File: src/rtl/ex_mc_ctrl_pkg.sv
// Shared encodings for the EX multi-cycle sequencer and pipeline stall controller.
package ex_mc_ctrl_pkg;

    localparam int unsigned OP_W    = 3;
    localparam int unsigned STALL_W = 6;
    localparam int unsigned DATA_W  = 64;

    typedef enum logic [OP_W-1:0] {
        OP_NONE = 3'b000,
        OP_MADD = 3'b001,
        OP_MSUB = 3'b010,
        OP_DIV  = 3'b011,
        OP_DIVU = 3'b100
    } ex_op_e;

    typedef enum logic [1:0] {
        ST_IDLE     = 2'd0,
        ST_MADD2    = 2'd1,
        ST_DIV_WAIT = 2'd2,
        ST_DIV_DONE = 2'd3
    } state_e;

    localparam int unsigned BIT_PC  = 0;
    localparam int unsigned BIT_IF  = 1;
    localparam int unsigned BIT_ID  = 2;
    localparam int unsigned BIT_EX  = 3;
    localparam int unsigned BIT_MEM = 4;
    localparam int unsigned BIT_WB  = 5;

    // Each requester holds its own stage and everything upstream of it.
    localparam logic [STALL_W-1:0] STALL_NONE = 6'b000000;
    localparam logic [STALL_W-1:0] STALL_IF   = 6'b000011;
    localparam logic [STALL_W-1:0] STALL_ID   = 6'b000111;
    localparam logic [STALL_W-1:0] STALL_EX   = 6'b001111;

endpackage

File: src/rtl/ex_mc_ctrl_stall_merge.sv
// Priority encoder turning flush/EX/ID/IF requests into the pipeline hold vector.
module ex_mc_ctrl_stall_merge
    import ex_mc_ctrl_pkg::*;
(
    input  logic               flush,
    input  logic               req_ex,
    input  logic               req_id,
    input  logic               req_if,
    output logic [STALL_W-1:0] stall
);

    always_comb begin
        stall = STALL_NONE;
        if (flush) begin
            stall = STALL_NONE;
        end else if (req_ex) begin
            stall = STALL_EX;
        end else if (req_id) begin
            stall = STALL_ID;
        end else if (req_if) begin
            stall = STALL_IF;
        end
    end

endmodule

File: src/rtl/ex_mc_ctrl.sv
// EX-stage multi-cycle sequencer (MADD/MSUB, divider handshake) and stall controller.
module ex_mc_ctrl
    import ex_mc_ctrl_pkg::*;
#(
    parameter int unsigned DIV_TIMEOUT = 40,
    parameter int unsigned CNT_W       = 6
) (
    input  logic               clk,
    input  logic               rst,
    input  logic               flush,
    input  logic               stallreq_if,
    input  logic               stallreq_id,
    input  logic               ex_valid,
    input  logic [OP_W-1:0]    ex_op,
    input  logic [DATA_W-1:0]  mul_res,
    input  logic               div_ready,
    input  logic [DATA_W-1:0]  div_result,
    output logic [STALL_W-1:0] stall,
    output logic [DATA_W-1:0]  hilo_temp,
    output logic               cnt,
    output logic               div_start,
    output logic               div_signed,
    output logic               div_annul,
    output logic               div_done,
    output logic [DATA_W-1:0]  div_res,
    output logic               div_err
);

    localparam logic [CNT_W-1:0] WAIT_LAST = CNT_W'(DIV_TIMEOUT - 1);

    state_e            state, state_nxt;
    logic [CNT_W-1:0]  wait_cnt, wait_cnt_nxt;
    logic [DATA_W-1:0] hilo_temp_nxt, div_res_nxt;
    logic              div_signed_nxt, div_err_nxt;
    logic              req_ex, annul, clear_stall;

    always_ff @(posedge clk or negedge rst) begin
        if (!rst) begin
            state      <= ST_IDLE;
            wait_cnt   <= '0;
            hilo_temp  <= '0;
            div_res    <= '0;
            div_signed <= 1'b0;
            div_err    <= 1'b0;
        end else begin
            state      <= state_nxt;
            wait_cnt   <= wait_cnt_nxt;
            hilo_temp  <= hilo_temp_nxt;
            div_res    <= div_res_nxt;
            div_signed <= div_signed_nxt;
            div_err    <= div_err_nxt;
        end
    end

    always_comb begin
        state_nxt      = state;
        wait_cnt_nxt   = wait_cnt;
        hilo_temp_nxt  = hilo_temp;
        div_res_nxt    = div_res;
        div_signed_nxt = div_signed;
        div_err_nxt    = div_err;
        req_ex         = 1'b0;
        annul          = 1'b0;

        unique case (state)
            ST_IDLE: begin
                if (ex_valid) begin
                    case (ex_op_e'(ex_op))
                        OP_MADD: begin
                            hilo_temp_nxt = mul_res;
                            req_ex        = 1'b1;
                            state_nxt     = ST_MADD2;
                        end
                        OP_MSUB: begin
                            hilo_temp_nxt = DATA_W'(0) - mul_res;
                            req_ex        = 1'b1;
                            state_nxt     = ST_MADD2;
                        end
                        OP_DIV, OP_DIVU: begin
                            wait_cnt_nxt   = '0;
                            div_signed_nxt = (ex_op_e'(ex_op) == OP_DIV);
                            req_ex         = 1'b1;
                            state_nxt      = ST_DIV_WAIT;
                        end
                        default: ;
                    endcase
                end
            end
            ST_MADD2: state_nxt = ST_IDLE;
            ST_DIV_WAIT: begin
                req_ex = 1'b1;
                if (div_ready) begin
                    div_res_nxt = div_result;
                    state_nxt   = ST_DIV_DONE;
                end else if (wait_cnt == WAIT_LAST) begin
                    annul       = 1'b1;
                    div_err_nxt = 1'b1;
                    state_nxt   = ST_IDLE;
                end else begin
                    wait_cnt_nxt = wait_cnt + CNT_W'(1);
                end
            end
            ST_DIV_DONE: state_nxt = ST_IDLE;
            default:     state_nxt = ST_IDLE;
        endcase

        // Flush drops whatever this cycle would have latched and cancels any divide in flight.
        if (flush) begin
            state_nxt      = ST_IDLE;
            wait_cnt_nxt   = wait_cnt;
            hilo_temp_nxt  = hilo_temp;
            div_res_nxt    = div_res;
            div_signed_nxt = div_signed;
            div_err_nxt    = div_err;
            annul          = (state == ST_DIV_WAIT);
        end
    end

    assign cnt         = (state == ST_MADD2);
    assign div_start   = (state == ST_DIV_WAIT);
    assign div_done    = (state == ST_DIV_DONE);
    assign div_annul   = annul;
    assign clear_stall = flush || !rst;

    ex_mc_ctrl_stall_merge u_stall_merge (
        .flush  (clear_stall),
        .req_ex (req_ex),
        .req_id (stallreq_id),
        .req_if (stallreq_if),
        .stall  (stall)
    );

endmodule

File: config.mk
export PLATFORM = sky130hd
export DESIGN_NAME = ex_mc_ctrl
export DESIGN_NICKNAME = d
export VERILOG_FILES = /design/src/rtl/ex_mc_ctrl_pkg.sv /design/src/rtl/ex_mc_ctrl_stall_merge.sv /design/src/rtl/ex_mc_ctrl.sv
export SDC_FILE = /design/constraint.sdc
export NUM_CORES = 1
export LEC_CHECK = 0
export CAP_MARGIN = 20
export CORE_MARGIN = 2
export CORE_UTILIZATION = 40
export CTS_CLUSTER_SIZE = 16
export DETAILED_ROUTE_END_ITERATION = 10
export PLACE_DENSITY = 0.78
export SETUP_SLACK_MARGIN = 0.4
export SYNTH_ARGS = -nofsm -noshare
export SYNTH_HDL_FRONTEND = slang
export SYNTH_SLANG_ARGS = --single-unit
File: constraint.sdc
create_clock -name clk -period 2.2 [get_ports clk]
set_input_delay 0.22 -clock clk [delete_from_list [all_inputs] [get_ports clk]]
set_output_delay 0.22 -clock clk [all_outputs]
set_load 0.05 [all_outputs]
# After elaboration in Yosys (flattened, before gate mapping)
# Index checks and enable logic that the tools add are counted.
dict set report totals {
  ff_bits 138
  output_inout_bits 140
  input_bits 138
  elab_cells 63
}
dict set report op_classes {
  reduce_logical 15
  eq_ne 15
  add_sub_neg 2
  bitwise 2
  muxes 23
}
# op n
set ops {}
lappend ops {{64-bit one-hot mux with 2 select lines} 1}
lappend ops {{1-bit by 64-bit subtractor with 64-bit output (first input constant)} 1}
lappend ops {{6-bit 2-to-1 mux} 7}
lappend ops {{6-bit one-hot mux with 2 select lines} 1}
lappend ops {{4-bit AND reduction} 3}
lappend ops {{2-bit 2-to-1 mux} 5}
lappend ops {{4-bit by 3-bit != test with 1-bit output (second input constant)} 2}
lappend ops {{6-bit by 1-bit adder with 6-bit output (second input constant)} 1}
lappend ops {{3-bit by 2-bit == test with 1-bit output (second input constant)} 2}
lappend ops {{6-bit == test (second input constant)} 1}
lappend ops {{1-bit 2-to-1 mux} 6}
lappend ops {{2-bit != test (second input constant)} 3}
lappend ops {{2-bit one-hot mux with 3 select lines} 1}
lappend ops {{3-bit AND reduction} 2}
lappend ops {{6-bit AND reduction} 1}
lappend ops {{2-bit OR reduction} 3}
lappend ops {{2-bit == test (second input constant)} 2}
lappend ops {{2-bit one-hot mux with 2 select lines} 1}
lappend ops {{2-bit nonzero test} 2}
lappend ops {{4-bit OR reduction} 1}
lappend ops {{3-bit by 1-bit == test with 1-bit output (second input constant)} 1}
lappend ops {{3-bit == test (second input constant)} 1}
lappend ops {{3-bit != test (second input constant)} 1}
lappend ops {{2-bit by 1-bit == test with 1-bit output (second input constant)} 1}
lappend ops {{6 further kinds} 7}

# Depth between registers and ports, before layout
dict set report logic_depth {
  ltp_word 7
  ltp_mapped 8
  mapped_depth_nobuf 8
}

# Modules after synthesis
# Synthesis repeated with hierarchy kept, for this count alone.
dict set report unflattened {
  cells_unflattened 647
  hier_area_um2 6744.0
}
# mod cells_each area_per_inst_um2 seq_area_each_um2 n_inst
set modules_own_cells {}
lappend modules_own_cells {ex_mc_ctrl 638 6695.2 3453.3 1}
lappend modules_own_cells {ex_mc_ctrl_stall_merge 9 48.8 0.0 1}

# Worst setup path before layout
# OpenSTA, ideal clock, no wires.
dict set report synth_timing {
  path_kind {input port to flip-flop}
  startpoint {input mul_res[14]}
  endpoint {register hilo_temp[63]}
  path_stages 7
  path_buffers 1
  setup_time_ps 133
  arrival_time_ps 2457
  required_time_ps 2067
  path_slack_ps -390
  cell_sequence {or4_4 > or3_4 > or4_4 > buf_6 > or3_1 > o41ai_1 > a21oi_1}
}
dict set report synth_via {
  elab_chain_len 2
}
# item line
set synth_lines {}
lappend synth_lines {{start, declared} ex_mc_ctrl.sv:15} ;# input logic [DATA_W-1:0] mul_res,
lappend synth_lines {{1-bit by 64-bit subtractor with 64-bit output} ex_mc_ctrl.sv:75} ;# hilo_temp_nxt = DATA_W'(0) - mul_res;
lappend synth_lines {{64-bit one-hot mux with 2 select lines} ex_mc_ctrl.sv:68} ;# case (ex_op_e'(ex_op))
lappend synth_lines {{end signal, assigned} ex_mc_ctrl.sv:48} ;# hilo_temp <= hilo_temp_nxt;
lappend synth_lines {{end, declared} ex_mc_ctrl.sv:19} ;# output logic [DATA_W-1:0] hilo_temp,
# No other way between the ends.
# A chain may end at the register's enable or synchronous reset.

# Worst setup path in the final report
dict set report layout_timing {
  startpoint {input mul_res[12]}
  endpoint {register hilo_temp[63]}
}
# The elaborated chain is that of the path after synthesis.

==> impl_metrics.env <==
export IMPL_synth_area_mm2=0.00686
export IMPL_slowest_delay_ns=0.61
export IMPL_worst_pin_slew_ns=0.821
export IMPL_cp_slowest_cell="or4_4"
export IMPL_grt_usage_pct=25.1
export IMPL_routabilityCongestion=0.853
export IMPL_die_area_mm2=0.0182
export IMPL_ant_nets=0
export IMPL_ys_async_sr_fraction_pct=100
export IMPL_finalHoldViolCount=57
export IMPL_utilization_pct=76.5
export IMPL_ir_drop_uv=664
export IMPL_status="finished, violations left"
export IMPL_core_mm2=0.0167
export IMPL_die_y_um=135
export IMPL_final_cells=1322
export IMPL_grt_max_degree=139
export IMPL_critPathBufInv=1
export IMPL_drc=0
export IMPL_fin_ws_ns=-0.0204
export IMPL_wl_per_cell_um=19.6
export IMPL_slew_viol_final=0
export IMPL_setup_violations=2
export IMPL_drtPass1Iterations=5
export IMPL_critical_path_top_delay_family="simple AND/OR/NAND/NOR gates"
export IMPL_routed_top_layer="met4"
export IMPL_cp_start_kind="input port"
export IMPL_cts_htree_levels=4
export IMPL_syn_to_final_growth_pct=86.3
export IMPL_synth_cells=679
export IMPL_start_util_pct=41.1
export IMPL_worstPathArrival_ns=2.52
export IMPL_io_buffers=275
export IMPL_ctsHoldBuffers=0
export IMPL_clock_root_buffer="clkbuf_16"
export IMPL_place_inst=1243
export IMPL_synth_yosys_seq_area_share_pct=50.3
export IMPL_min_period_ns=2.22
export IMPL_yosysWarnings=0
export IMPL_grt_pass1_vias=6880
export IMPL_failed_checks="hold timing, setup timing"
export IMPL_p_per_area_mw_per_mm2=958
export IMPL_grt_pass1_wl_um=35800
export IMPL_min_path_type="input port to async pin"
export IMPL_ios=278
export IMPL_ys_flop_type="dfrtp_1"
export IMPL_dp_hpwl_um=15600
export IMPL_via_count=7025
export IMPL_cts_tree="yes"
export IMPL_finalWirelength_um=25900
export IMPL_min_period_over_period_pct=101
export IMPL_clock_path_buffers=2
export IMPL_crit_required_ns=2.50
export IMPL_die_w_um=135
export IMPL_whs_ns=-0.116
export IMPL_antenna_found_initial=2
export IMPL_fmax_mhz=450
export IMPL_drive_gt1_share_pct=35.3
export IMPL_cp_common_cell="or4_4"
export IMPL_synthDistinctLibCells=44
export IMPL_critPathKind="input port to flop"
export IMPL_via_per_inst=5.31
export IMPL_rsz0062_at_grt="yes"
export IMPL_rows=47
export IMPL_slew_headroom_pct=45.3
export IMPL_cts_sink_count=138
export IMPL_p_leak_uw=0.00601
export IMPL_wl_met2_um=13600
export IMPL_end_kind="flop"
export IMPL_insertion_delay_ns=0.42
export IMPL_first_iter_violations=345
export IMPL_layout_nets=1227
export IMPL_overflow=0
export IMPL_synth_edf_count=0
export IMPL_fin_skew_ns=0.0112
export IMPL_cap_violations=0
export IMPL_cts_buffers=17
export IMPL_path_cells="buf_2, or4_4, or3_4, or4_4, or3_1, o41ai_2, a21oi_1"
export IMPL_dr_wl_met3_um=2000
export IMPL_cp_max_fo=6
export IMPL_syn_avg_cell_area_um2=10.1
export IMPL_ys_ff_latch=138
export IMPL_path_clk_slew_ns=0.06
export IMPL_wl_met1_um=9850
==> Yosys cell counts, drive strengths merged, types with 6 or more instances <==
| library cell | number | area share [%] |
|---|---|---|
| dfrtp | 138 | 50 |
| nand2 | 80 | 4.4 |
| o21ai | 73 | 5.3 |
| mux2 | 66 | 11 |
| nor2 | 45 | 2.5 |
| clkbuf | 35 | 1.9 |
| xnor2 | 33 | 4.2 |
| xor2 | 25 | 3.2 |
| a21oi | 21 | 1.5 |
| nor3 | 19 | 1.4 |
| nor4 | 15 | 1.5 |
| nand3 | 13 | 0.95 |
| o31ai | 13 | 1.4 |
| or3 | 13 | 1.3 |
| a31oi | 10 | 0.91 |
| or4 | 10 | 1.2 |
| inv | 7 | 0.38 |
| nand2b | 7 | 0.64 |
| o41ai | 7 | 0.89 |
| and3 | 6 | 0.55 |
==> layout by cell type, fill, tap and decap left out, drive strengths merged, types with 15 or more instances in the layout <==
| cell | n |
|---|---|
| a21oi | 21 |
| buf | 169 |
| clkbuf | 25 |
| clkdlybuf4s50 | 106 |
| dfrtp | 138 |
| dlygate4sd2 | 111 |
| dlymetal6s2s | 30 |
| mux2 | 66 |
| nand2 | 80 |
| nor2 | 45 |
| nor3 | 19 |
| nor4 | 15 |
| o21ai | 73 |
| xnor2 | 33 |
| xor2 | 25 |
==> per-layer routing <==
layer,track usage (%),vias to the layer above
met5,0,-
met4,8.22,0
met3,6.79,45
met2,45.0,302
met1,29.0,3451
li1,-,3227
==> final cells by class <==
cell class              instances  area (um^2)
flip-flops and latches        138         3460
fillers                      1077         3920
multi-input cells             496         4270
clock buffers                  20          467
diodes                          2         5.00
clock inverters                12          161
repair buffers                427         4120
inverters                       7         26.3
well taps                     220          275
==> through the flow <==
step | instance area [um^2] | hold slack, ns | TNS (ns) | power, uW | setup WS [ns]
2_1_floorplan | 7040 | -0.0756 | -4.57 | 7040 | -0.374
3_3_place_gp | 10800 | 0.446 | -25.89 | 9220 | -0.855
3_5_place_dp | 10800 | 0.456 | -27.53 | 9320 | -0.894
4_1_cts | 11900 | 0.0103 | -0.00504 | 12000 | -0.00504
5_1_grt | 12800 | 0.00588 | -0.232 | 12700 | -0.0500
6_report | 12800 | -0.116 | -0.0271 | 12200 | -0.0204
==> what timing repair did <==
action,in CTS,in global routing
setup endpoints to repair,237,163
pin swaps,63,62
setup buffers,19,18
gates resized for setup,295,153
cloned,2,6
==> logic make-up after synthesis <==
logic type	share of synthesized area, %
XOR/XNOR	7.41
AO/OA/AOI/OAI	10.9
AND/OR/NAND/NOR	16.8
flip-flops	50.3
buffers and inverters	2.86
other	0.0547
adder cells (fa/ha/maj)	0.365
multiplexers	11.3
==> final timing paths <==
path                               from             to  slack (ns)  cells past startpoint
max                         mul_res[12]  hilo_temp[63]       -0.02                      7
min                                 rst    div_res[62]       -0.12                      2
max reg2reg                    state[1]  hilo_temp[48]        0.35                      7
min in group clk            mul_res[26]  hilo_temp[26]        0.16                      3
max in group asynchronous           rst    wait_cnt[4]        1.63                      2
min reg2reg                hilo_temp[2]   hilo_temp[2]        0.47                      2
==> power by group <==
part	internal (uW)	total, uW	switching (uW)
Sequential	3270	3680	412
Clock	1890	3070	1180
Combinational	1770	5500	3730
Total	6930	12200	5310
==> sequential cells by signal (all words and copies together), names as in the netlist <==
name and cells:
hilo_temp 64, state 2, div_res 64, div_err 1
wait_cnt 6, div_signed 1
Power figures use the tool's default switching activity.
